===== config.mk =====
export PLATFORM = sky130hd
export DESIGN_NAME = sram_arbiter
export DESIGN_NICKNAME = d
export VERILOG_FILES = /design/src/rtl/sram_arb_pkg.sv /design/src/rtl/rr_arb2.sv /design/src/rtl/sram_arbiter.sv
export SDC_FILE = /design/constraint.sdc
export NUM_CORES = 1
export LEC_CHECK = 0
export ABC_AREA = 1
export CAP_MARGIN = 40
export CORE_ASPECT_RATIO = 1.25
export CORE_MARGIN = 1.5
export CORE_UTILIZATION = 45
export CTS_CLUSTER_DIAMETER = 100
export DETAILED_ROUTE_END_ITERATION = 7
export PLACE_DENSITY_LB_ADDON = 0.05
export RECOVER_POWER = 100
export SLEW_MARGIN = 15
export SYNTH_ARGS = -nofsm -noshare
export SYNTH_HDL_FRONTEND = slang
export SYNTH_HIERARCHICAL = 1
export SYNTH_SLANG_ARGS = --single-unit

===== constraint.sdc =====
create_clock -name clk -period 2.9 [get_ports clk]
set_input_delay 0.58 -clock clk [delete_from_list [all_inputs] [get_ports clk]]
set_output_delay 0.58 -clock clk [all_outputs]
set_load 0.005 [all_outputs]

===== src/rtl/sram_arb_pkg.sv =====
// Shared types for the semiMIPS SRAM arbiter: FSM states, port ownership and
// the byte-offset width that defines word alignment.
package sram_arb_pkg;

  typedef enum logic [1:0] {
    IDLE   = 2'd0,
    ACCESS = 2'd1,
    RESP   = 2'd2
  } state_t;

  typedef enum logic {
    OWN_I = 1'b0,
    OWN_D = 1'b1
  } owner_t;

  localparam int WORD_ALIGN_BITS = 2;

endpackage


===== src/rtl/rr_arb2.sv =====
// Two-request round-robin picker; the remembered last grant only moves when
// the arbiter actually commits a grant from IDLE.
module rr_arb2
  import sram_arb_pkg::*;
(
  input  logic   clk,
  input  logic   rst_n,
  input  logic   i_req,
  input  logic   d_req,
  input  logic   advance,
  output logic   valid,
  output owner_t winner
);

  owner_t last_grant;

  // On a tie the port that was not served last wins
  always_comb begin
    valid  = i_req | d_req;
    winner = OWN_I;
    if (i_req && d_req) begin
      winner = (last_grant == OWN_D) ? OWN_I : OWN_D;
    end else if (d_req) begin
      winner = OWN_D;
    end
  end

  // Starting from D lets the fetch port win the first tie after reset
  always_ff @(posedge clk) begin
    if (!rst_n) begin
      last_grant <= OWN_D;
    end else if (advance && valid) begin
      last_grant <= winner;
    end
  end

endmodule


===== src/rtl/sram_arbiter.sv =====
// Shares the single-port SRAM between instruction fetch and load/store with
// round-robin grants, registered SRAM pins and misalignment detection.
module sram_arbiter
  import sram_arb_pkg::*;
#(
  parameter int AWIDTH = 32,
  parameter int DWIDTH = 32
) (
  input  logic              clk,
  input  logic              rst_n,
  input  logic              i_req,
  input  logic [AWIDTH-1:0] i_addr,
  output logic              i_ack,
  output logic [DWIDTH-1:0] i_rdata,
  output logic              i_err,
  input  logic              d_req,
  input  logic              d_we,
  input  logic [AWIDTH-1:0] d_addr,
  input  logic [DWIDTH-1:0] d_wdata,
  output logic              d_ack,
  output logic [DWIDTH-1:0] d_rdata,
  output logic              d_err,
  output logic              sram_cs,
  output logic              sram_rd,
  output logic              sram_wr,
  output logic [AWIDTH-1:0] sram_address,
  output logic [DWIDTH-1:0] sram_din,
  input  logic [DWIDTH-1:0] sram_dout
);

  state_t            state, next_state;
  owner_t            owner;
  owner_t            arb_winner;
  logic              arb_valid;
  logic              grant;
  logic [AWIDTH-1:0] sel_addr;
  logic [DWIDTH-1:0] sel_wdata;
  logic              sel_we;
  logic              sel_misaligned;

  rr_arb2 u_rr (
    .clk     (clk),
    .rst_n   (rst_n),
    .i_req   (i_req),
    .d_req   (d_req),
    .advance (grant),
    .valid   (arb_valid),
    .winner  (arb_winner)
  );

  // Fetches can never write, so the fetch side always presents a read
  always_comb begin
    sel_addr       = (arb_winner == OWN_D) ? d_addr : i_addr;
    sel_wdata      = d_wdata;
    sel_we         = (arb_winner == OWN_D) && d_we;
    sel_misaligned = |sel_addr[WORD_ALIGN_BITS-1:0];
  end

  always_comb begin
    next_state = state;
    grant      = 1'b0;
    case (state)
      IDLE: begin
        if (arb_valid) begin
          grant      = 1'b1;
          next_state = sel_misaligned ? RESP : ACCESS;
        end
      end
      ACCESS:  next_state = RESP;
      RESP:    next_state = IDLE;
      default: next_state = IDLE;
    endcase
  end

  always_ff @(posedge clk) begin
    if (!rst_n) begin
      state <= IDLE;
    end else begin
      state <= next_state;
    end
  end

  // Request fields are captured at grant, so later requester changes are ignored
  always_ff @(posedge clk) begin
    if (!rst_n) begin
      owner        <= OWN_I;
      sram_cs      <= 1'b0;
      sram_rd      <= 1'b0;
      sram_wr      <= 1'b0;
      sram_address <= '0;
      sram_din     <= '0;
      i_rdata      <= '0;
      i_err        <= 1'b0;
      d_rdata      <= '0;
      d_err        <= 1'b0;
    end else begin
      case (state)
        IDLE: begin
          if (grant) begin
            owner <= arb_winner;
            if (!sel_misaligned) begin
              sram_address <= sel_addr;
              sram_din     <= sel_wdata;
              sram_cs      <= 1'b1;
              sram_rd      <= !sel_we;
              sram_wr      <= sel_we;
              if (arb_winner == OWN_I) begin
                i_err <= 1'b0;
              end else begin
                d_err <= 1'b0;
              end
            end else if (arb_winner == OWN_I) begin
              i_err   <= 1'b1;
              i_rdata <= '0;
            end else begin
              d_err   <= 1'b1;
              d_rdata <= '0;
            end
          end
        end
        ACCESS: begin
          sram_cs <= 1'b0;
          sram_rd <= 1'b0;
          sram_wr <= 1'b0;
          if (owner == OWN_I) begin
            i_rdata <= sram_rd ? sram_dout : '0;
          end else begin
            d_rdata <= sram_rd ? sram_dout : '0;
          end
        end
        default: ;
      endcase
    end
  end

  assign i_ack = (state == RESP) && (owner == OWN_I);
  assign d_ack = (state == RESP) && (owner == OWN_D);

endmodule


Word-level counts from Yosys, hierarchy flattened
Index checks and enable logic that the tools add are counted.
- equal/unequal tests: 10
- mux-type cells: 35
- bitwise operators: 4
- reduce and logical (&&, ||, !) cells: 16
- operators by type and width (kind ; count):
    $mux 32 ; 10
    $pmux 32 s2 ; 2
    $mux 1 ; 17
    $ne 2x2->1 const B ; 6
    $reduce_and 3->1 ; 4
    $reduce_and 5->1 ; 2
    $pmux 1 s2 ; 3
    $logic_and 1x1->1 ; 5
    $mux 2 ; 2
    $ne 2x1->1 const B ; 2
    $pmux 2 s2 ; 1
    $not 1->1 ; 3
    $eq 2x1->1 const B ; 1
    $eq 2x2->1 const B ; 1
    $logic_not 2->1 ; 1
    $reduce_and 2->1 ; 1
    $reduce_bool 2->1 ; 1
    $reduce_or 2->1 ; 1
    $logic_not 1->1 ; 1
    $or 1x1->1 ; 1
- register bits after elaboration: 137
- input bits: 133
- output and inout bits: 135
- logic and storage cells: 77

Logic depth before layout (Yosys ltp)
- word-level depth: 7
- gate-level depth with buffers: 12
- depth with buffers taken out: 10

By module
The synthesis kept the hierarchy.
- by module, submodules not included (module ; instances ; cells each ; area each (sq um) ; sequential area each (sq um)):
    sram_arbiter ; 1 ; 857 ; 5816.8 ; 2722.6
    rr_arb2 ; 1 ; 8 ; 56.3 ; 20.0

Worst setup path before layout
OpenSTA, ideal clock, no wires.
- kind: input port to flip-flop
- start: input port d_req
- end: register sram_address[10]
- setup time: 116 ps
- data arrival time: 1666 ps
- data required time: 2784 ps
- path slack: 1118 ps
- cell stages on the path: 11
- buffers on the path: 3
- cell sequence: a21boi_0 -> buf_4 -> inv_2 -> nand2_1 -> nand2_1 -> nand2_2 -> buf_6 -> clkinv_4 -> buf_6 -> nor2_1 -> nor2_1
- longest elaborated chain between the ends: 6
- elaborated cells on any way between the ends: 10
- those cells by class: mux (5); bitwise (2); reduce/logical (3)
- RTL lines (element ; RTL line ; source):
    start, declared ; sram_arbiter.sv:16 ; input logic d_req,
    $mux 1 / $logic_and 1x1->1 (equally long branches) ; rr_arb2.sv:23, rr_arb2.sv:21 ;
    $mux 1 ; rr_arb2.sv:21 ; if (i_req && d_req) begin
    $mux 32 ; sram_arbiter.sv:53 ; sel_addr = (arb_winner == OWN_D) ? d_addr : i_addr;
    $reduce_or 2->1 ; sram_arbiter.sv:56 ; sel_misaligned = |sel_addr[WORD_ALIGN_BITS-1:0];
    $not 1->1 (no line) ; n/a ;
    $reduce_and 3->1 (no line) ; n/a ;
    end signal, assigned ; sram_arbiter.sv:102 ; sram_address <= sel_addr;
    end, declared ; sram_arbiter.sv:26 ; output logic [AWIDTH-1:0] sram_address,
Parallel ways exist; a longest one is shown, timed or not.
A chain may end at the register's enable or synchronous reset.

Worst setup path after layout
- start: input port i_req
- end: register d_rdata[4]
- longest elaborated chain between the ends: 6
- elaborated cells on any way between the ends: 11
- those cells by class: eq/ne (3); mux (4); bitwise (1); reduce/logical (3)
- RTL lines (element ; RTL line ; source):
    start, declared ; sram_arbiter.sv:11 ; input logic i_req,
    $logic_and 1x1->1 (*) ; rr_arb2.sv:21 ;
    $mux 1 (*) ; rr_arb2.sv:21 ;
    named net arb_winner ; sram_arbiter.sv:33 ; owner_t arb_winner;
    $mux 32 ; sram_arbiter.sv:53 ;
    $reduce_or 2->1 ; sram_arbiter.sv:56 ;
    $ne 2x2->1 (no line) ; n/a ;
    $reduce_and 5->1 (no line) (*) ; n/a ;
    end signal, assigned ; sram_arbiter.sv:128 ; d_rdata <= sram_rd ? sram_dout : '0;
    end, declared ; sram_arbiter.sv:21 ; output logic [DWIDTH-1:0] d_rdata,
The timed path passes the listed nets; every way through them passes the cells marked *.

==> flow_metrics.py <==
metrics = {
    "clock_tree": {
        "cts_tree": "done",
        "clkSinkCount": 137,
        "cts_root_buf": "clkbuf_16",
        "ctsResizeCount": 0,
        "cts_hold_buf": 0,
        "clk_pin_slew_ps": 60,
        "cts_made_buffers": 17,
        "htree_num_levels": 4,
        "cts_setup_buffers": 0,
        "cts_max_path_buffers": 2,
        "clkLatencyLatePin_ps": 400,
    },
    "sta": {
        "min_period_ps": 2530,
        "rsz0062_at_grt": "no",
        "hold_slack_ps": 425,
        "final_max_slew_viol_count": 0,
        "tns_ps": 0,
        "timing.fmax_mhz": 395,
        "skew_ps": 6.00,
        "final-setup-viol-count": 0,
        "setup_slack_ps": 371,
        "fin_crit_sh": 0.872,
        "hold_viol_final": 0,
        "tightest_slew_ps": 652,
        "max_slew_margin": 0.565,
    },
    "route": {
        "firstDrtPassIters": 4,
        "via_count": 6128,
        "drcViolationCount": 0,
        "drt_iter0_drc": 252,
        "vias_per_cell": 4.78,
        "antenna_left": 0,
        "drt_wl_total_mm": 17.1,
        "post_drt_wl_per_cell_um": 13.4,
    },
    "placed_design": {
        "port_buffers": 267,
        "place_congestion": 0.821,
        "place_inst": 1251,
        "pre_cts_ws_ps": 88.2,
        "dp_hpwl_mm": 11.9,
    },
    "pwr": {
        "irDropWorstVdd_uv": 359,
        "clock_power_share": 0.409,
        "p_sw_mw": 1.52,
        "finalPower_mw": 5.85,
        "pwr-share-comb": 0.218,
        "power_frac_seq": 0.373,
        "swShare": 0.260,
        "p_leak_nw": 4.33,
        "power.density_nw_per_um2": 637,
        "p_int_mw": 4.33,
    },
    "worst_setup_path": {
        "r2r_start": "u_rr/last_grant$_SDFFE_PN1P_",
        "crit_chain": "dlygate4sd3_1 > a21boi_2 > inv_2 > nand2_1 > nand3_1 > nand2_2 > buf_6 > nand3_1 > nand2_1 > nor2_1",
        "arrival_ps": 2820,
        "path_depth": 10,
        "crit_start": "i_req",
        "reg2reg_slack_ps": 850,
        "cpPeakStageDelay_ps": 600,
        "crit_path_end_kind": "flop",
        "r2r_end": "d_rdata[4]$_SDFFE_PN0P_",
        "setup.worst_path.end": "d_rdata[4]$_SDFFE_PN0P_",
        "crit_family": "buffers and inverters",
        "reg2reg_depth": 9,
        "critPathBufInv": 3,
        "worstPathMaxFanout": 96,
        "worstPathRequired_ps": 3190,
        "start_kind": "primary input",
        "cp_slowest_cell": "dlygate4sd3_1",
        "critPathKind": "in2reg",
    },
    "run": {
        "cap_violations": 0,
    },
    "cells_and_area": {
        "fin_cells": 1283,
        "final_nets": 1235,
        "area_delta_synth_final_pct": 56.3,
        "drive_gt1_frac": 0.0503,
    },
    "floorplanning": {
        "ioPinCount": 268,
        "placementRows": 46,
        "start_util": 0.462,
        "core_area_um2": 12700,
        "fp.dieW_um": 105,
        "die_area_um2": 13700,
        "dieHeight_um": 131,
    },
    "logic_synthesis": {
        "syn_inst": 865,
        "netlist_area_um2": 5870,
        "synth_nets": 998,
        "synth_edf_count": 0,
        "ys_seq_elements": 137,
        "ys_warn_count": 6,
        "avgSynthCellArea_um2": 6.79,
        "synthDistinctLibCells": 23,
        "yosys_most_used_dff": "dfxtp_1",
        "synth_seq_area_share": 0.467,
        "synthArstFlopShare": 0,
    },
    "outcome": {
        "status": "finished clean",
    },
    "hold_path": {
        "min_path_type": "reg2reg",
    },
    "global_routing": {
        "gr-usage-all-layers": 0.247,
        "antenna_found_initial": 1,
        "globalRouteMet1Util": 0.270,
        "grt-ovfl-total": 0,
        "grt_max_degree": 97,
        "grt_pass1_vias": 5399,
        "grt_pass1_wl_mm": 26.7,
        "grt_use_met3": 0.0898,
        "top_usage_layer": "met2",
        "met2_usage": 0.438,
    },
}
## power by group through the flow
stage / Clock, mW / Sequential [mW] / Combinational (mW)
final: 2.39 / 2.19 / 1.28
after global placement: 0 / 2.23 / 1.35
after detailed placement: 0 / 2.23 / 1.36
after CTS: 2.43 / 2.20 / 1.37
after floorplan: 0 / 2.24 / 0.664
after global routing: 2.51 / 2.21 / 1.44
## cells by family after synthesis
group | Yosys count | synth area share
compound gates | 120 | 0.103
buf+inv | 101 | 0.0888
flops | 137 | 0.467
simple gates | 507 | 0.341
## area by class of cell
| type | count | area, µm² |
|---|---|---|
| timing repair buffer | 279 | 2800 |
| fill | 1103 | 3540 |
| sequential | 137 | 2740 |
| inverter | 40 | 153 |
| tap | 168 | 210 |
| antenna | 1 | 2.50 |
| clock inverter | 11 | 194 |
| multi-input combinational | 627 | 2610 |
| clock buffer | 20 | 467 |
## through the flow
stage / area, µm² / util
2_1_floorplan: 5870 / -
3_3_place_gp: 8530 / 0.671
3_5_place_dp: 8530 / 0.671
4_1_cts: 9190 / 0.723
5_1_grt: 9180 / 0.722
6_report: 9180 / 0.722
## routing by layer
layer	wire length, µm	up-vias	part of all wire
li1	-	3198	-
met1	6660	2708	0.39
met2	8830	199	0.52
met3	1310	23	0.076
met4	325	0	0.019
met5	0	-	0
## state kept, by name, indices dropped and copies added, names as in the netlist
name             flops
sram_address        32
i_rdata             32
state                2
d_rdata             32
d_err                1
sram_wr              1
sram_cs              1
i_err                1
sram_rd              1
owner                1
u_rr/last_grant      1
sram_din            32
## worst min-delay path, stage by stage (launching register included)
cell and delay, ps:
dfxtp_1 300, nand2_1 50, nor2_1 30
## worst min-delay path by stage
| stage | startpoint | endpoint | cells after the start |
|---|---|---|---|
| 6_report | sram_address[1]$_SDFFE_PN0P_ | sram_address[1]$_SDFFE_PN0P_ | 2 |
| 5_1_grt | sram_address[1]$_SDFFE_PN0P_ | sram_address[1]$_SDFFE_PN0P_ | 2 |
| 4_1_cts | sram_address[1]$_SDFFE_PN0P_ | sram_address[1]$_SDFFE_PN0P_ | 2 |
| 3_5_place_dp | sram_address[1]$_SDFFE_PN0P_ | sram_address[1]$_SDFFE_PN0P_ | 2 |
| 3_3_place_gp | sram_address[1]$_SDFFE_PN0P_ | sram_address[1]$_SDFFE_PN0P_ | 2 |
| 2_1_floorplan | sram_address[0]$_SDFFE_PN0P_ | sram_address[0]$_SDFFE_PN0P_ | 2 |
## placed cells by master, fill, tap and decap left out
master           synthesis  layout
a21boi_2                 0       1
a21oi_1                 53      53
and3_1                   1       1
buf_12                   0       3
buf_4                    3       8
buf_6                   13       1
bufinv_16                0       5
clkbuf_16                0      17
clkbuf_2                 3       1
clkbuf_8                 0       3
clkdlybuf4s50_1          0     130
clkinv_2                 0       2
clkinv_4                 1       3
clkinvlp_4               0       1
dfxtp_1                137     137
diode_2                  0       1
dlygate4sd3_1            0     136
inv_1                   34      34
inv_2                    5       5
inv_4                    0       1
nand2_1                222     222
nand2_2                  2       2
nand3_1                 57      57
nor2_1                 218     218
nor2_2                   1       1
nor2_4                   2       2
nor3_1                   3       3
o21ai_0                 52      52
o21ai_1                 14      14
or2_1                    1       1
## cells in the mapped netlist (2+ instances only)
master,number,area share
nand2_1,222,0.14
nor2_1,218,0.14
dfxtp_1,137,0.47
nand3_1,57,0.049
a21oi_1,53,0.045
o21ai_0,52,0.044
inv_1,34,0.022
buf_2,20,0.017
clkbuf_1,20,0.013
o21ai_1,14,0.012
buf_6,13,0.025
inv_2,5,0.0032
buf_4,3,0.0038
clkbuf_2,3,0.0026
nor3_1,3,0.0026
buf_1,2,0.0013
nand2_2,2,0.0021
nor2_4,2,0.0038
(Power assumes the default switching activity.)
